### src/rtl/cc_cond_if.sv
// Bus bundle between the execute-stage datapath and the condition-code unit.
// master drives ALU results and control; slave (the unit) drives flags and Cnd.
interface cc_cond_if #(
  parameter int DATA_W = 64,
  parameter int CNT_W  = 32
);
  logic [DATA_W-1:0] valE_in;
  logic              of_in;
  logic              set_cc;
  logic              cc_hold;
  logic              cond_req;
  logic [3:0]        ifun;
  logic              zf;
  logic              sf;
  logic              of;
  logic              cnd;
  logic              cnd_err;
  logic              cc_valid;
  logic [CNT_W-1:0]  taken_cnt;

  modport master (
    output valE_in, of_in, set_cc, cc_hold, cond_req, ifun,
    input  zf, sf, of, cnd, cnd_err, cc_valid, taken_cnt
  );

  modport slave (
    input  valE_in, of_in, set_cc, cc_hold, cond_req, ifun,
    output zf, sf, of, cnd, cnd_err, cc_valid, taken_cnt
  );
endinterface

### src/rtl/cc_cond_unit.sv
// Condition-code register and jXX/cmovXX evaluator for the execute stage.
// Define CC_STATS_EN to build the saturating taken-condition counter.
module cc_cond_unit #(
  parameter int DATA_W = 64,
  parameter int CNT_W  = 32
) (
  input  logic     clk,
  input  logic     reset,
  cc_cond_if.slave bus
);

  logic zf_q, zf_d;
  logic sf_q, sf_d;
  logic of_q, of_d;
  logic cc_valid_q, cc_valid_d;
  logic cnd_c, cnd_err_c;
  logic lt_c;

  always_comb begin
    zf_d       = zf_q;
    sf_d       = sf_q;
    of_d       = of_q;
    cc_valid_d = cc_valid_q;
    if (bus.set_cc && !bus.cc_hold) begin
      zf_d       = (bus.valE_in == '0);
      sf_d       = bus.valE_in[DATA_W-1];
      of_d       = bus.of_in;
      cc_valid_d = 1'b1;
    end
  end

  always_ff @(posedge clk) begin
    if (reset) begin
      zf_q       <= 1'b1;
      sf_q       <= 1'b0;
      of_q       <= 1'b0;
      cc_valid_q <= 1'b0;
    end else begin
      zf_q       <= zf_d;
      sf_q       <= sf_d;
      of_q       <= of_d;
      cc_valid_q <= cc_valid_d;
    end
  end

  // Evaluated only from stored flags so a same-cycle set_cc sees pre-update values.
  assign lt_c = sf_q ^ of_q;

  always_comb begin
    cnd_c     = 1'b0;
    cnd_err_c = 1'b0;
    if (bus.cond_req) begin
      case (bus.ifun)
        4'd0:    cnd_c = 1'b1;
        4'd1:    cnd_c = lt_c | zf_q;
        4'd2:    cnd_c = lt_c;
        4'd3:    cnd_c = zf_q;
        4'd4:    cnd_c = ~zf_q;
        4'd5:    cnd_c = ~lt_c;
        4'd6:    cnd_c = ~lt_c & ~zf_q;
        default: cnd_err_c = 1'b1;
      endcase
    end
  end

  assign bus.zf       = zf_q;
  assign bus.sf       = sf_q;
  assign bus.of       = of_q;
  assign bus.cc_valid = cc_valid_q;
  assign bus.cnd      = cnd_c;
  assign bus.cnd_err  = cnd_err_c;

`ifdef CC_STATS_EN
  logic [CNT_W-1:0] taken_cnt_q, taken_cnt_d;

  always_comb begin
    taken_cnt_d = taken_cnt_q;
    if (bus.cond_req && cnd_c && (taken_cnt_q != {CNT_W{1'b1}})) begin
      taken_cnt_d = taken_cnt_q + {{(CNT_W-1){1'b0}}, 1'b1};
    end
  end

  always_ff @(posedge clk) begin
    if (reset) begin
      taken_cnt_q <= '0;
    end else begin
      taken_cnt_q <= taken_cnt_d;
    end
  end

  assign bus.taken_cnt = taken_cnt_q;
`else
  assign bus.taken_cnt = '0;
`endif

endmodule

### src/flat_wrapper.sv
// flat-port wrapper written by rule: the top's interface ports become plain ports
module cc_cond_unit_flat 
#(
  parameter int DATA_W = 64,
  parameter int CNT_W  = 32
)
  (clk, reset, bus_valE_in, bus_of_in, bus_set_cc, bus_cc_hold, bus_cond_req, bus_ifun, bus_zf, bus_sf, bus_of, bus_cnd, bus_cnd_err, bus_cc_valid, bus_taken_cnt);
  cc_cond_if #(.DATA_W(DATA_W), .CNT_W(CNT_W)) bus_i ();
  input  logic clk;
  input  logic reset;
  input wire logic [$bits(bus_i.valE_in)-1:0] bus_valE_in;
  input wire logic [$bits(bus_i.of_in)-1:0] bus_of_in;
  input wire logic [$bits(bus_i.set_cc)-1:0] bus_set_cc;
  input wire logic [$bits(bus_i.cc_hold)-1:0] bus_cc_hold;
  input wire logic [$bits(bus_i.cond_req)-1:0] bus_cond_req;
  input wire logic [$bits(bus_i.ifun)-1:0] bus_ifun;
  output wire logic [$bits(bus_i.zf)-1:0] bus_zf;
  output wire logic [$bits(bus_i.sf)-1:0] bus_sf;
  output wire logic [$bits(bus_i.of)-1:0] bus_of;
  output wire logic [$bits(bus_i.cnd)-1:0] bus_cnd;
  output wire logic [$bits(bus_i.cnd_err)-1:0] bus_cnd_err;
  output wire logic [$bits(bus_i.cc_valid)-1:0] bus_cc_valid;
  output wire logic [$bits(bus_i.taken_cnt)-1:0] bus_taken_cnt;
  assign bus_i.valE_in = bus_valE_in;
  assign bus_i.of_in = bus_of_in;
  assign bus_i.set_cc = bus_set_cc;
  assign bus_i.cc_hold = bus_cc_hold;
  assign bus_i.cond_req = bus_cond_req;
  assign bus_i.ifun = bus_ifun;
  assign bus_zf = bus_i.zf;
  assign bus_sf = bus_i.sf;
  assign bus_of = bus_i.of;
  assign bus_cnd = bus_i.cnd;
  assign bus_cnd_err = bus_i.cnd_err;
  assign bus_cc_valid = bus_i.cc_valid;
  assign bus_taken_cnt = bus_i.taken_cnt;
  cc_cond_unit #(.DATA_W(DATA_W), .CNT_W(CNT_W)) u_core (.clk(clk), .reset(reset), .bus(bus_i));
endmodule
### config.mk
export PLATFORM = sky130hd
export DESIGN_NAME = cc_cond_unit_flat
export DESIGN_NICKNAME = d
export VERILOG_FILES = /design/src/rtl/cc_cond_if.sv /design/src/rtl/cc_cond_unit.sv /design/src/flat_wrapper.sv
export SDC_FILE = /design/constraint.sdc
export NUM_CORES = 1
export LEC_CHECK = 0
export BUFFER_PORTS_ARGS = -buffer_cell sky130_fd_sc_hd__buf_2
export CORE_UTILIZATION = 26
export CTS_CLUSTER_DIAMETER = 200
export DETAILED_ROUTE_END_ITERATION = 7
export PLACE_DENSITY = 0.81
export SETUP_SLACK_MARGIN = 0.02
export SLEW_MARGIN = 20
export SYNTH_ARGS = -nofsm -noshare
export SYNTH_HDL_FRONTEND = slang
export SYNTH_SLANG_ARGS = --single-unit
### constraint.sdc
create_clock -name clk -period 1.5 [get_ports clk]
set_clock_uncertainty 0.1 [all_clocks]
set_input_delay 0 -clock clk [delete_from_list [all_inputs] [get_ports clk]]
set_output_delay 0 -clock clk [all_outputs]
set_load 0.03 [all_outputs]
# After elaboration in Yosys (flattened, before gate mapping)
# Cells that the tools add are included.
[classes]
reduce_logical = 5
multipliers = 0
n_bitwise = 5
n_addsub = 0
eq_ne = 6
div = 0
order_cmp = 0
n_shift = 0
muxes = 4
[ops]
columns = ["operator", "count"]
rows = [
  ["$logic_not 64->1", 1],
  ["$eq 4x3->1 const B", 3],
  ["$eq 4x2->1 const B", 2],
  ["$pmux 1 s7", 1],
  ["$reduce_or 7->1", 1],
  ["$eq 4x1->1 const B", 1],
  ["$logic_not 4->1", 1],
  ["$mux 1", 3],
  ["$not 1->1", 2],
  ["$and 1x1->1", 1],
  ["$logic_and 1x1->1", 1],
  ["$logic_not 1->1", 1],
  ["$or 1x1->1", 1],
  ["$xor 1x1->1", 1],
]
[totals]
ram_bits = 0
elab_cells = 24
mem_bits_ro = 0
register_bits = 4
mem_count = 0
latchBits = 0
inputBits = 74
output_inout_bits = 38

# Depth between registers and ports, before layout
[depth]
word_depth = 5
ltp_mapped = 4
depth_no_buf = 4

# Worst setup path before layout
# No wires, ideal clock.
[synth_timing]
kind = "flip-flop to output port"
start = "register u_core.of_q (netlist: u_core.bus.of)"
end = "output port bus_cnd"
n_path_buf = 0
path_stages_with_launch = 5
required_ns = 1.400
arrival_ns = 1.662
path_slack_ns = -0.262
cell_sequence = "dfxtp_1 > xnor2_1 > mux2i_1 > o211ai_1 > nor3_1"
[synth_via]
elab_chain_len = 5
elab_cells_between_ends = 6
classes_between = "mux: 2; bitwise: 4"
[synth_lines]
columns = ["item", "line_no", "text"]
rows = [
  ["start: declaration", "cc_cond_unit.sv:14", "logic of_q, of_d;"],
  ["start signal: assignment", "cc_cond_unit.sv:36", "of_q <= 1'b0;"],
  ["start signal: assignment", "cc_cond_unit.sv:41", "of_q <= of_d;"],
  ["$xor 1x1->1 *", "cc_cond_unit.sv:47", "assign lt_c = sf_q ^ of_q;"],
  ["$not 1->1", "cc_cond_unit.sv:59, cc_cond_unit.sv:60", ""],
  ["$and 1x1->1", "cc_cond_unit.sv:60", "4'd6: cnd_c = ~lt_c & ~zf_q;"],
  ["$pmux 1 s7 *", "cc_cond_unit.sv:53", "case (bus.ifun)"],
  ["$mux 1 *", "cc_cond_unit.sv:52", "if (bus.cond_req) begin"],
  ["end: declaration", "flat_wrapper.sv:20", "output wire logic [$bits(bus_i.cnd)-1:0] bus_cnd;"],
]
# Every way passes the cells marked *; elsewhere a longest branch is shown, timed or not.

# Worst setup path after layout
# Ends and elaborated chain as after synthesis.

==> impl_metrics.yaml <==
power_and_ir_drop:
  ir_worst_vdd_v: 0.0003415
  power_density_nw_per_um2: 504.6
  p_leak_nw: 0.6031
yosys:
  synth_async_sr_flop_share: 0
  synthFlopType: "dfxtp_1"
  synth_cell_types: 22
  synth_compound_area_frac: 0.05894
  ys_warn_count: 0
  yosys.area.top_type_share: 0.3902
  synthTopCellsByCount: "buf_4 (32), nor4_1 (13), nor2_1 (7), dfxtp_1 (4)"
  syn_inst: 83
  synth.area.mux_share: 0.04878
  synth_most_common_cell: "buf_4"
  syn-cell-area_um2: 615.6
  synth_xor_area_frac: 0.01423
  synth-edff-count: 0
  yosysSeqAreaShare: 0.1301
  yosys.area.top_type: "buf_4"
  synthAdderAreaFrac: 0
  avgSynthCellArea_um2: 7.417
  synthSimpleGateAreaFrac: 0.3394
  synth_top_family_by_area: "buffers and inverters"
  ys_seq_elements: 4
  yosys-top-cells-area: "buf_4 (39%), nor4_1 (13%), dfxtp_1 (13%)"
worst_setup_path:
  cp-start-kind: "flop"
  critPathMaxFanout: 3
  timing.rr.end: "u_core.bus.of$_SDFFE_PP0P_"
  cpPeakStageDelay_ns: 0.33
  reg2reg_from: "u_core.bus.of$_SDFFE_PP0P_"
  path_cells: "xnor2_2 > mux2i_1 > o211ai_1 > nor3_4 > buf_6"
  crit_arrival_ns: 1.40
  rrSetupSlack_ns: 0.22
  cp-end-kind: "primary output"
  critPathKind: "flop to primary output"
  reg2reg_depth: 3
  cp.required_ns: 1.40
  startpoint: "u_core.bus.of$_SDFFE_PP0P_"
  crit_slowest_cell: "dfxtp_2"
drt:
  viasPerCell: 4.164
  firstDrtPassIters: 4
  drc: 0
  routed_wl_um: 2162
  routedWlPerCell_um: 10.44
  ant_nets: 0
  vias: 862
  drt-initial-drc-count: 15
clock_tree:
  path_clk_slew_ns: 0.04
  numCtsBuffers: 3
  cts-root-buf: "clkbuf_4"
  tritoncts: "built"
  cts_buffer_depth: 2
  cts_setup_buffers: 0
  clock_latency_ns: 0.23
  cts.htree.levels: 1
  clkSinkCount: 4
floorplan:
  start_util: 0.2783
  io_pins: 112
  die_w_um: 50.66
  coreArea_um2: 2212
  row_count: 17
  die_h_um: 50.66
  die-area_um2: 2566
grt:
  grt_pass1_vias: 800
  gr-total-overflow: 0
  track_usage: 0.1674
  grt_first_pass_wirelength_um: 3201
  grt_max_degree: 6
  antenna_found_initial: 0
outcome:
  status: "finished with violations"
  violations: "negative setup slack"
hold_path:
  hold_path.class: "input pin to flop"
  min_path_cells: 5
  hold_path_startpoint: "bus_valE_in[61]"
  hold_path_end: "u_core.bus.zf$_SDFFE_PP1P_"
placed_design:
  globalplace.congestion: 0.7055
  dp_slack_ns: 0.1339
  port_buffers: 79
  placed_cell_area_um2: 933.4
  hpwlAfterDp_um: 1698
  dp_cells: 189
final_layout:
  layoutNonFillerInstCount: 207
  syn2layout_area_growth_pct: 82.11
  final_area_um2: 1121
  n_antenna_cell: 0
  nNetsFinal: 255
  drive_above_1_share: 0.4972
timing:
  timing.hold.ws_ns: 0.02586
  hold_violations: 0
  timing.fmax_ghz: 0.6655
  rsz0062_at_grt: "yes"
  setup_viol: 1
  drv_slew: 0
  tns_ns: -0.002577
  post-route-period-util: 1.002
  worst_slack_ns: -0.002577
  post-route-min-period_ns: 1.503
run:
  max-cap-violations: 0
-- worst max-delay path by stage --
| stage | end | slack (ns) | depth (start not counted) |
|---|---|---|---|
| 2_1_floorplan | bus_cnd | 0.07 | 4 |
| 3_3_place_gp | u_core.bus.zf$_SDFFE_PP1P_ | 0.14 | 5 |
| 3_5_place_dp | bus_cnd | 0.13 | 5 |
| 4_1_cts | bus_cnd | -0.02 | 5 |
| 5_1_grt | bus_cnd | -0.09 | 5 |
| 6_report | bus_cnd | -0.003 | 5 |
-- area by class of cell --
cell class / instances / area (um2)
clock buffers: 3 / 22.52
fillers: 248 / 1091
inverters: 2 / 7.507
multi-input cells: 76 / 422.9
flip-flops and latches: 4 / 81.33
well taps: 28 / 35.03
repair buffers: 94 / 551.8
-- worst max-delay path: cells and delay by family (launching register included) --
kind                   cells  cell delay, ns
flip-flops                 1            0.33
multiplexers               1            0.21
XOR/XNOR                   1            0.20
buffers and inverters      1            0.15
AO/OA/AOI/OAI              1            0.14
AND/OR/NAND/NOR            1            0.14
-- sequential cells by signal, summed over array words and instances, names as in the netlist --
register,count
u_core.bus.zf,1
u_core.bus.sf,1
u_core.bus.of,1
u_core.bus.cc_valid,1
-- logic make-up (layout without fill, tap and decap cells) --
| logic type | count (synthesis) | in the layout |
|---|---|---|
| multiplexers | 3 | 3 |
| XOR/XNOR | 1 | 1 |
| buffers and inverters | 34 | 99 |
| flip-flops | 4 | 4 |
| other | 1 | 32 |
| AND/OR/NAND/NOR | 34 | 34 |
| AO/OA/AOI/OAI | 6 | 6 |
-- cells in the final DEF, fill, tap and decap left out --
cell type / instances
a21boi_1: 1
a21oi_1: 1
a31oi_1: 1
and2b_2: 1
buf_2: 78
buf_6: 1
clkbuf_4: 3
conb_1: 32
dfxtp_1: 3
dfxtp_2: 1
dlygate4sd3_1: 15
inv_1: 2
mux2i_1: 3
nand2_1: 2
nand3_1: 2
nand4_1: 3
nor2_1: 7
nor2b_1: 1
nor3_4: 1
nor4_1: 13
nor4_2: 3
o211ai_1: 1
o21ai_0: 1
o21ai_1: 1
or4_1: 1
xnor2_2: 1
-- per-layer routing --
metal	track usage	share of wire	up-vias
met5	0	0	-
met4	0.06944	0.0088	0
met3	0.03939	0.090	2
met2	0.3311	0.54	59
met1	0.1616	0.36	372
li1	-	-	429
-- power by group --
group	switching, mW	internal, mW
combinational	0.190	0.124
clock	0.0425	0.0894
sequential	0.00627	0.114
-- repair_timing --
action | CTS | global route
hold buffers | 15 | 0
pin swaps | 1 | 0
hold endpoints to repair | 4 | 0
gates cloned | 0 | 0
setup endpoints to repair | 1 | 1
resized for setup | 5 | 0
-- per-stage QoR --
stage	util	total power, mW
after detailed placement	0.4219	0.3969
after floorplan	-	0.3461
after global routing	0.5068	0.6008
final	0.5068	0.5657
after global placement	0.4219	0.3935
after CTS	0.5068	0.5723
Note: power is estimated with default switching activity, not from simulation.
